File: config.mk
export PLATFORM = sky130hd
export DESIGN_NAME = fifo_ctrl
export DESIGN_NICKNAME = d
export VERILOG_FILES = /design/src/rtl/fifo_pkg.sv /design/src/rtl/fifo_ns.sv /design/src/rtl/fifo_ctrl.sv
export SDC_FILE = /design/constraint.sdc
export NUM_CORES = 1
export LEC_CHECK = 0
export CAP_MARGIN = 20
export CORE_AREA = 2 2 40 42
export DETAILED_ROUTE_END_ITERATION = 8
export DIE_AREA = 0 0 42 44
export PLACE_DENSITY_LB_ADDON = 0.25
export SETUP_SLACK_MARGIN = 0.15
export SLEW_MARGIN = 20
export SYNTH_ARGS = -nofsm -noshare
export SYNTH_HDL_FRONTEND = slang
export SYNTH_SLANG_ARGS = --single-unit
File: constraint.sdc
create_clock -name clk -period 1.2 [get_ports clk]
set_input_delay 0.18 -clock clk [delete_from_list [all_inputs] [get_ports clk]]
set_output_delay 0.18 -clock clk [all_outputs]
set_load 0.05 [all_outputs]
File: src/rtl/fifo_pkg.sv
// Shared definitions for the 8-entry synchronous FIFO: state encoding and sizing.
// Used by the control stage and the address-calculation stage.
package fifo_pkg;

  localparam int DEPTH = 8;
  localparam int PTR_W = 3;
  localparam int CNT_W = 4;

  typedef enum logic [2:0] {
    INIT   = 3'b000,
    WRITE  = 3'b001,
    WR_ERR = 3'b010,
    NO_OP  = 3'b011,
    READ   = 3'b100,
    RD_ERR = 3'b101
  } state_t;

  // Codes 110 and 111 are never produced; seeing one means an upset or a bug.
  function automatic logic is_legal(input logic [2:0] s);
    return s <= 3'b101;
  endfunction

endpackage

File: src/rtl/fifo_ns.sv
// Next-state selection for the FIFO control FSM. Full/empty decisions look at
// next_data_count so an operation still in flight is already accounted for.
module fifo_ns
  import fifo_pkg::*;
(
  input  logic             wr_en,
  input  logic             rd_en,
  input  logic [2:0]       state,
  input  logic [CNT_W-1:0] next_data_count,
  output logic [2:0]       next_state
);

  always_comb begin
    // NOTE: default assignment first so no path through this block can infer a latch.
    next_state = NO_OP;
    if (!is_legal(state)) begin
      next_state = INIT;
    end else if (wr_en && !rd_en) begin
      next_state = (next_data_count == CNT_W'(DEPTH)) ? WR_ERR : WRITE;
    end else if (!wr_en && rd_en) begin
      next_state = (next_data_count == '0) ? RD_ERR : READ;
    end
  end

endmodule

File: src/rtl/fifo_ctrl.sv
// Sequential control stage of the 8-entry FIFO: state, pointer and count registers
// plus user flags. Define FIFO_ALMOST_FLAGS_EN to add almost_full/almost_empty.
module fifo_ctrl
  import fifo_pkg::*;
(
  input  logic             clk,
  input  logic             reset_n,
  input  logic             wr_en,
  input  logic             rd_en,
  input  logic [PTR_W-1:0] next_head,
  input  logic [PTR_W-1:0] next_tail,
  input  logic [CNT_W-1:0] next_data_count,
  output logic [2:0]       state,
  output logic [PTR_W-1:0] head,
  output logic [PTR_W-1:0] tail,
  output logic [CNT_W-1:0] data_count,
  output logic             full,
  output logic             empty,
  output logic             wr_ack,
  output logic             wr_err,
  output logic             rd_ack,
`ifdef FIFO_ALMOST_FLAGS_EN
  output logic             almost_full,
  output logic             almost_empty,
`endif
  output logic             rd_err
);

  logic [2:0] next_state;

  fifo_ns u_ns (
    .wr_en           (wr_en),
    .rd_en           (rd_en),
    .state           (state),
    .next_data_count (next_data_count),
    .next_state      (next_state)
  );

  // Reset clears every register, so a pending WRITE/READ cannot leave a partial update.
  always_ff @(posedge clk or negedge reset_n) begin
    if (!reset_n) begin
      state      <= INIT;
      head       <= '0;
      tail       <= '0;
      data_count <= '0;
    end else begin
      // NOTE: non-blocking assignments so all registers update from pre-edge values.
      state      <= next_state;
      head       <= next_head;
      tail       <= next_tail;
      data_count <= next_data_count;
    end
  end

  // Flags depend only on registered values: no combinational path from wr_en/rd_en.
  assign full   = (data_count == CNT_W'(DEPTH));
  assign empty  = (data_count == '0);
  assign wr_ack = (state == WRITE);
  assign wr_err = (state == WR_ERR);
  assign rd_ack = (state == READ);
  assign rd_err = (state == RD_ERR);

`ifdef FIFO_ALMOST_FLAGS_EN
  assign almost_full  = (data_count >= CNT_W'(DEPTH - 1));
  assign almost_empty = (data_count <= CNT_W'(1));
`endif

endmodule

==> results of run 1 <==
[cell usage in the layout (no fill, tap or decap), drive strengths merged]
| master | synthesis | routed |
|---|---|---|
| nor2b | 1 | 1 |
| dfrtp | 13 | 13 |
| nand2 | 1 | 1 |
| and3 | 1 | 1 |
| clkinv | 0 | 1 |
| nor3 | 1 | 1 |
| nand2b | 1 | 1 |
| a21boi | 1 | 1 |
| nor4b | 1 | 1 |
| nor3b | 3 | 3 |
| clkbuf | 0 | 3 |
| a221oi | 2 | 2 |
| buf | 0 | 30 |
| and3b | 1 | 1 |
| nor4 | 1 | 1 |
| and2b | 1 | 1 |
| clkdlybuf4s50 | 0 | 10 |
| dlymetal6s2s | 0 | 3 |
[final cells by class]
class | instances | area, µm²
Clock buffer | 3 | 22.5
Fill cell | 63 | 195
Sequential cell | 13 | 339
Clock inverter | 1 | 5.00
Timing Repair Buffer | 43 | 636
Multi-Input combinational cell | 15 | 201
Tap cell | 16 | 20.0
[registers in the layout (all words and copies together) (netlist names)]
name        count
head            3
data_count      4
state           3
tail            3
[per-stage QoR]
| step | instances | instance area (µm²) |
|---|---|---|
| floorplan | 28 | 529 |
| global placement | 78 | 1070 |
| detailed placement | 78 | 1070 |
| CTS | 89 | 1180 |
| global route | 91 | 1220 |
| finish | 91 | 1220 |
[worst max-delay path by stage]
stage                             startpoint        to  depth (start not counted)
after floorplan                data_count[2]      full                          1
after global placement    next_data_count[2]  state[0]                          4
after detailed placement  next_data_count[2]  state[1]                          4
after CTS                      data_count[1]      full                          2
after global routing           data_count[0]      full                          2
final                          data_count[2]     empty                          2
[timing repair]
action,4_1_cts,5_1_grt
gates cloned,0,0
pin swaps,3,5
endpoints found under the setup margin,13,20
resized for setup,3,7
setup buffers,7,2
[per-layer routing]
layer / vias to the layer above / share of wire [%] / global-route usage, %
met2: 20 / 60 / 30.9
met4: 0 / 0 / 5.81
met1: 212 / 36 / 16.4
li1: 196 / - / -
met3: 0 / 3.6 / 2.50
met5: - / 0 / 0
[critical path: stages (launching register included)]
cell	delay (ps)
dfrtp_2	450
nor4_4	340
buf_12	180
[synthesized netlist by cell type]
master	count	area [µm²]
nor3_2	1	10.0
and3_2	1	7.51
dfrtp_1	13	325
and3b_1	1	8.76
nor4_1	1	6.26
nor4b_1	1	8.76
and2b_1	1	7.51
nand2_1	1	3.75
a221oi_2	2	30.0
nor2b_1	1	6.26
nand2b_1	1	6.26
a21boi_0	1	7.51
nor3b_1	3	22.5
[power by group]
part           switching (mW)  total (mW)  leakage [nW]  internal [mW]
Clock                   0.150       0.273        0.0177          0.123
Sequential             0.0483       0.517         0.145          0.469
Combinational           0.204       0.450         0.379          0.246
Total                   0.402        1.24         0.541          0.838
[cell families (layout without fill, tap and decap cells)]
kind of cell           count (synthesis)  after routing  synth area share, %
buffers and inverters                  0             47                    0
AO/OA/AOI/OAI                          3              3                 8.33
flip-flops                            13             13                 72.2
AND/OR/NAND/NOR                       12             12                 19.4
==> reports/qor.yml, run 1 <==
status: "complete, but fails checks"
violations: "setup timing"
critPathRequiredTime_ps: 1020
drive_above_1_share_pct: 68.0
power_density_nw_per_um2: 1010
worstSetupEndpointType: "output pin"
setup_viol: 10
crit_type: "flip-flop to output pin"
worst_slack_ps: -228
start_kind: "flip-flop"
root_buffer: "clkbuf_4"
antenna_found_initial: 0
p_total_mw: 1.24
slew_viol_final: 0
gp_congestion: 0.707
grt_max_degree: 14
timing.final.crit_share_pct: 119
synth.distinct_cells: 13
dr_total_vias: 428
r2r_cells: 2
whs_path_depth: 1
dp_slack_ps: -127
yosys_warnings: 0
wirelength_um: 1460
area_growth_pct: 172
syn_nets: 42
ir_worst_vdd_v: 0.000854
fp.dieW_um: 42
fp.dieH_um: 44
yosysSeqAreaShare_pct: 72.2
cts_max_level: 1
hold_end: "data_count[1]"
fmaxAchievable_mhz: 700
wire_per_inst_um: 16.1
arrival_ps: 1250
diodes: 0
antenna_left: 0
io_pins: 33
relSlewSlack_pct: 81.8
regToRegEndpoint: "state[1]"
fin_worst_skew_ps: 0.713
grt_pass1_wl_um: 2060
dp_hpwl_um: 919
avgSynthCellArea_um2: 16.1
drv_cap: 0
hold_class: "input pin to flip-flop"
postLayoutCoreUtil_pct: 86.2
drt_iter0_drc: 5
r2r_slack_ps: 130
rsz0062_at_grt: "true"
synth_seq_cells: 13
port_buffers: 32
cts_tree: "built"
cts_made_buffers: 3
coreArea_um2: 1420
r2r-start: "state[2]"
min_period_ps: 1430
clock-sinks: 13
track_usage_pct: 15.6
hold_violations: 0
clockBufferDepth: 2
whs_ps: 62.9
gr-total-overflow: 0
start_util_pct: 31.7
num_rows: 14
viasPerCell: 4.70
postSynthCellCount: 28
worstPathMaxFanout: 3
p_leak_nw: 0.541
worstMarginPinSlew_ps: 270
clk-insertion-delay-late_ps: 270
cts.clk_slew.worst_paths_ps: 80
grt_pass1_vias: 463
nets: 90
hold_buffers: 0
drcViolationCount: 0
netlist_area_um2: 450
tns_ps: -1610
hold_start: "next_data_count[1]"
firstDrtPassIters: 4
die-area_um2: 1850
No activity file was read; power rests on OpenSTA's default activity.
==> run 2: changes to the inputs <==
--- a/config.mk
+++ b/config.mk
@@ -6,9 +6,10 @@
 export NUM_CORES = 1
 export LEC_CHECK = 0
 export CAP_MARGIN = 20
-export CORE_AREA = 2 2 40 42
+export CORE_AREA = 8 8 45 47
+export CTS_BUF_LIST = sky130_fd_sc_hd__clkbuf_2
 export DETAILED_ROUTE_END_ITERATION = 8
-export DIE_AREA = 0 0 42 44
+export DIE_AREA = 0 0 53 55
 export PLACE_DENSITY_LB_ADDON = 0.25
 export SETUP_SLACK_MARGIN = 0.15
 export SLEW_MARGIN = 20
==> run 2 against run 1 <==
Effect of this change: the flow still finishes with violations (setup timing); worst setup slack improved by 9.8 ps; highest routed layer is now met4; die area increased by 58%; clock skew increased by 9.3 ps; critical endpoint unchanged; via count increased by 3.7%; global-route usage decreased by 3.3 points; utilization decreased by 0.35 points; first-iteration DRC count decreased by 20%.
==> reports/qor.yml, run 2 (synthesized netlist as in run 1, its figures left out) <==
layout_commonest_cell: "buf_12"
clkPwrFrac_pct: 18.2  # -3.8 points
critPathBufInv: 1  # unchanged
grt_pass1_wl_um: 2550  # +24%
nets: 89  # -1.1%
dp_slack_ps: -158  # -31.2 ps
die-area_um2: 2920  # +58%
cp_top_family: "flip-flops"
start_kind: "flip-flop"
ir_worst_vdd_v: 0.000653  # -23%
p_sw_mw: 0.379  # -5.7%
worstSetupEndpointType: "output pin"
drive_above_1_share_pct: 68.9  # +0.92 points
p_leak_nw: 0.505  # -6.7%
drt_iter0_drc: 4  # -1
min_period_ps: 1420  # -9.84 ps
wire_per_inst_um: 18.8  # +17%
crit_type: "flip-flop to output pin"
tns_ps: -1360  # +256 ps
hold_violations: 0  # unchanged
area_growth_pct: 164
gr-total-overflow: 0  # unchanged
coreArea_um2: 1380  # -2.5%
arrival_ps: 1240  # about the same
timing.final.crit_share_pct: 118  # -0.82 points
fin_area_um2: 1190  # -2.9%
largest-register: "data_count"
relSlewSlack_pct: 81.6  # -0.20 points
crit_chain: "nor4_4, buf_12"
seqPwrFrac_pct: 43.8  # +2.1 points
worst_slack_ps: -218  # +9.83 ps
wirelength_um: 1690  # +16%
final_cell_mix: "buf_12, clkdlybuf4s50_1, buf_6"
power_density_nw_per_um2: 991  # -2.2%
dp_hpwl_um: 1280  # +39%
cts.clk_slew.worst_paths_ps: 120  # +40 ps
worstPathMaxFanout: 3  # unchanged
drv_cap: 0  # unchanged
worstMarginPinSlew_ps: 273  # +2.99 ps
violations: "setup timing"
num_rows: 14  # unchanged
place_area_um2: 1090  # +1.4%
viasPerCell: 4.93  # +4.9%
root_buffer: "clkbuf_2"
io_pins: 33  # unchanged
fp.dieH_um: 55  # +25%
cts_max_level: 1  # unchanged
cts_made_buffers: 3  # unchanged
postLayoutCoreUtil_pct: 85.9  # -0.35 points
critPathRequiredTime_ps: 1020  # about the same
clk-insertion-delay-late_ps: 260  # about the same
drcViolationCount: 0  # unchanged
cts_tree: "built"
fin_worst_skew_ps: 10.0  # +9.33 ps
port_buffers: 32  # unchanged
firstDrtPassIters: 4  # unchanged
hold_buffers: 0  # unchanged
track_usage_pct: 12.3  # -3.3 points
grt_pass1_vias: 507  # +9.5%
largest_reg_flops: 4  # unchanged
instances_no_fill: 90  # -1.1%
dr_total_vias: 444  # +3.7%
hold_class: "input pin to asynchronous set/reset pin"
r2r-start: "state[2]"
slew_viol_final: 0  # unchanged
internal_power_mw: 0.799  # -4.7%
gp_congestion: 0.760  # +7.5%
grt_max_degree: 14  # unchanged
status: "complete, but fails checks"
diodes: 0  # unchanged
clock-sinks: 13  # unchanged
antenna_found_initial: 0  # unchanged
clockBufferDepth: 2  # unchanged
cp-startpoint: "data_count[2]"
rsz0062_at_grt: "true"
start_util_pct: 32.5  # +0.80 points
setup_viol: 9  # -1
antenna_left: 0  # unchanged
fp.dieW_um: 53  # +26%
comb_power_share_pct: 38.0  # +1.7 points
place_inst: 80  # +2.6%
slowest_delay_ps: 470  # +20 ps
worst_path_max_delay_cell: "dfrtp_2"
power_switching_share_pct: 32.2  # -0.21 points
fmaxAchievable_mhz: 705  # +0.69%
## run 2: worst paths after layout
kind                       slack, ps       end  depth (start not counted)
max                             -220     empty                          2
min                              230  state[1]                          2
max reg2reg                       20  state[0]                          3
min reg2reg                      790  state[2]                          3
max in group asynchronous        790  state[0]                          2
min in group clk                 340   tail[2]                          1
## run 2: cell type report
class                   count  area (µm²)
clock buffers               4        20.0
fillers                    71         195
multi-input cells          15         194
flip-flops and latches     13         339
well taps                  16        20.0
repair buffers             42         616
## run 2: per-stage QoR
step                      hold WS, ps  total power, mW
final                             233             1.18
after global routing              207             1.23
after CTS                         226             1.17
after detailed placement          515            0.934
after global placement            491            0.924
after floorplan                  -116            0.683
## run 2: worst register-to-register path: stages, from the launching register on
cell and delay, ps:
dfrtp_4 540, buf_6 140, buf_6 120, a221oi_2 270
## run 2: power groups by stage
stage	Sequential, mW	Combinational (mW)	Clock, mW
2_1_floorplan	0.606	0.0763	0
3_3_place_gp	0.525	0.399	0
3_5_place_dp	0.528	0.407	0
4_1_cts	0.514	0.439	0.221
5_1_grt	0.521	0.461	0.245
6_report	0.516	0.448	0.214
## run 2: repair_timing
| action | in CTS | in global routing |
|---|---|---|
| setup buffers | 5 | 1 |
| pin swaps | 4 | 2 |
| gates resized for setup | 5 | 5 |
| endpoints found under the setup margin | 16 | 19 |
## run 2: metal layers
layer | vias to the layer above | GRT usage [%] | wire length [µm]
li1 | 195 | - | -
met1 | 221 | 10.7 | 549
met2 | 24 | 25.0 | 984
met3 | 4 | 3.74 | 127
met4 | 0 | 5.60 | 30
met5 | - | 0 | 0
==> run 3: changes to the inputs <==
--- a/config.mk
+++ b/config.mk
@@ -10,7 +10,7 @@
 export CTS_BUF_LIST = sky130_fd_sc_hd__clkbuf_2
 export DETAILED_ROUTE_END_ITERATION = 8
 export DIE_AREA = 0 0 53 55
-export PLACE_DENSITY_LB_ADDON = 0.25
+export PLACE_DENSITY = 0.79
 export SETUP_SLACK_MARGIN = 0.15
 export SLEW_MARGIN = 20
 export SYNTH_ARGS = -nofsm -noshare
==> run 3 against run 2 <==
Effect of this change: the run still ends with setup timing left; register-to-register slack improved by 40 ps; largest power group unchanged; largest cell class unchanged; combinational power down 4%; clock-buffer cell count unchanged; critical path type unchanged; global-route usage decreased by 2.2 points.
==> reports/qor.yml, run 3 (synthesized netlist as in run 1, its figures left out) <==
status: "complete, but fails checks"
violations: "setup timing"
cts_made_buffers: 3  # unchanged
grt_max_degree: 14  # unchanged
start_kind: "flip-flop"
drt_iter0_drc: 0  # -4
worstMarginPinSlew_ps: 267  # -6.09 ps
place_area_um2: 1070  # -1.4%
dr_total_vias: 407  # -8.3%
io_pins: 33  # unchanged
power_density_nw_per_um2: 1000  # +1.0%
area_growth_pct: 157
antenna_left: 0  # unchanged
root_buffer: "clkbuf_2"
crit_chain: "nor4b_4, buf_12"
min_period_ps: 1410  # -7.99 ps
setup_viol: 8  # -1
critPathBufInv: 1  # unchanged
arrival_ps: 1230  # about the same
gr-total-overflow: 0  # unchanged
critPathRequiredTime_ps: 1020  # about the same
dr.max_layer_used: "met4"
postLayoutCoreUtil_pct: 83.7  # -2.2 points
worst_slack_ps: -210  # +7.99 ps
drive_above_1_share_pct: 66.2  # -2.7 points
diodes: 0  # unchanged
hold_violations: 0  # unchanged
fp.dieW_um: 53  # unchanged
port_buffers: 32  # unchanged
fp.dieH_um: 55  # unchanged
largest_reg_flops: 4  # unchanged
fmaxAchievable_mhz: 709  # +0.57%
gp_congestion: 0.677  # -11%
layout_commonest_cell: "buf_12"
die-area_um2: 2920  # unchanged
track_usage_pct: 10.2  # -2.2 points
wire_per_inst_um: 15.6  # -17%
clk-insertion-delay-late_ps: 250  # about the same
whs_ps: 218  # -14.8 ps
hold_class: "input pin to asynchronous set/reset pin"
wl_met2_um: 733  # -26%
antenna_found_initial: 0  # unchanged
largest-register: "data_count"
coreArea_um2: 1380  # unchanged
slowest_delay_ps: 460  # about the same
cts_max_level: 1  # unchanged
clock-sinks: 13  # unchanged
drv_cap: 0  # unchanged
p_leak_nw: 0.486  # -3.7%
relSlewSlack_pct: 82.1  # +0.51 points
cts.clk_slew.worst_paths_ps: 120  # about the same
dp_hpwl_um: 1130  # -12%
wl_met3_um: 162  # +28%
grt_pass1_vias: 481  # -5.1%
grt_pass1_wl_um: 2090  # -18%
nets: 86  # -3.4%
worstSetupEndpointType: "output pin"
slew_viol_final: 0  # unchanged
dp_slack_ps: -130  # +28.1 ps
viasPerCell: 4.68  # -5.2%
start_util_pct: 32.5  # unchanged
cp_top_family: "flip-flops"
fin_area_um2: 1160  # -2.5%
crit_type: "flip-flop to output pin"
clockBufferDepth: 2  # unchanged
timing.final.crit_share_pct: 118  # -0.67 points
worst_path_max_delay_cell: "dfrtp_2"
worstPathMaxFanout: 3  # unchanged
drcViolationCount: 0  # unchanged
wirelength_um: 1350  # -20%
num_rows: 14  # unchanged
num-fill-cells: 68  # -4.2%
firstDrtPassIters: 1  # -3
wl_met1_um: 446  # -19%
rsz0062_at_grt: "true"
final_cell_mix: "buf_12, clkdlybuf4s50_1, dfrtp_1"
fin_worst_skew_ps: 5.71  # -4.33 ps
ir_worst_vdd_v: 0.000886  # +36%
hold_buffers: 0  # unchanged
cts_tree: "built"
## run 3: cell types whose count changed in the layout (fill, tap and decap cells not counted)
| cell | delta |
|---|---|
| buf_6 | -4 |
| a221oi_2 | -1 |
| a221oi_4 | +1 |
| buf_4 | +1 |
| a21boi_0 | +1 |
| a21boi_2 | -1 |
## run 3: cell type report
cell class	instances	area (µm²)	area share, %
Multi-Input combinational cell	15	201	17.4
Timing Repair Buffer	39	578	49.9
Clock buffer	4	20.0	1.73
Tap cell	16	20.0	1.73
Sequential cell	13	339	29.3
## run 3: final timing paths
kind / start / end / slack (ps) / cells past startpoint
min in group clk: next_tail[0] / tail[0] / 350 / 1
setup / recovery: data_count[2] / full / -210 / 2
hold / removal: reset_n / data_count[1] / 220 / 2
hold reg to reg: state[1] / state[2] / 620 / 1
max in group asynchronous: reset_n / state[2] / 800 / 2
setup reg to reg: state[1] / state[1] / 60 / 3
## run 3: what timing repair did
item	in CTS	in global routing
setup endpoints to repair	15	18
resized for setup	3	2
cloned	0	0
buffers inserted	4	1
pin swaps	3	0
## run 3: stage by stage
step | instances | setup TNS, ps | power, mW
2_1_floorplan | 28 | -700 | 0.683
3_3_place_gp | 78 | -114 | 0.920
3_5_place_dp | 78 | -220 | 0.926
4_1_cts | 86 | -1410 | 1.17
5_1_grt | 87 | -1830 | 1.21
6_report | 87 | -1270 | 1.16
## run 3: where the power goes
part | total, mW | internal [mW] | switching (mW)
Combinational | 0.429 | 0.233 | 0.196
Clock | 0.215 | 0.0885 | 0.127
Sequential | 0.516 | 0.469 | 0.0466
## run 3: metal layers
metal / track usage, % / up-vias
li1: - / 191
met2: 19.1 / 25
met5: 0 / -
met4: 7.76 / 0
met3: 4.28 / 2
met1: 8.20 / 189
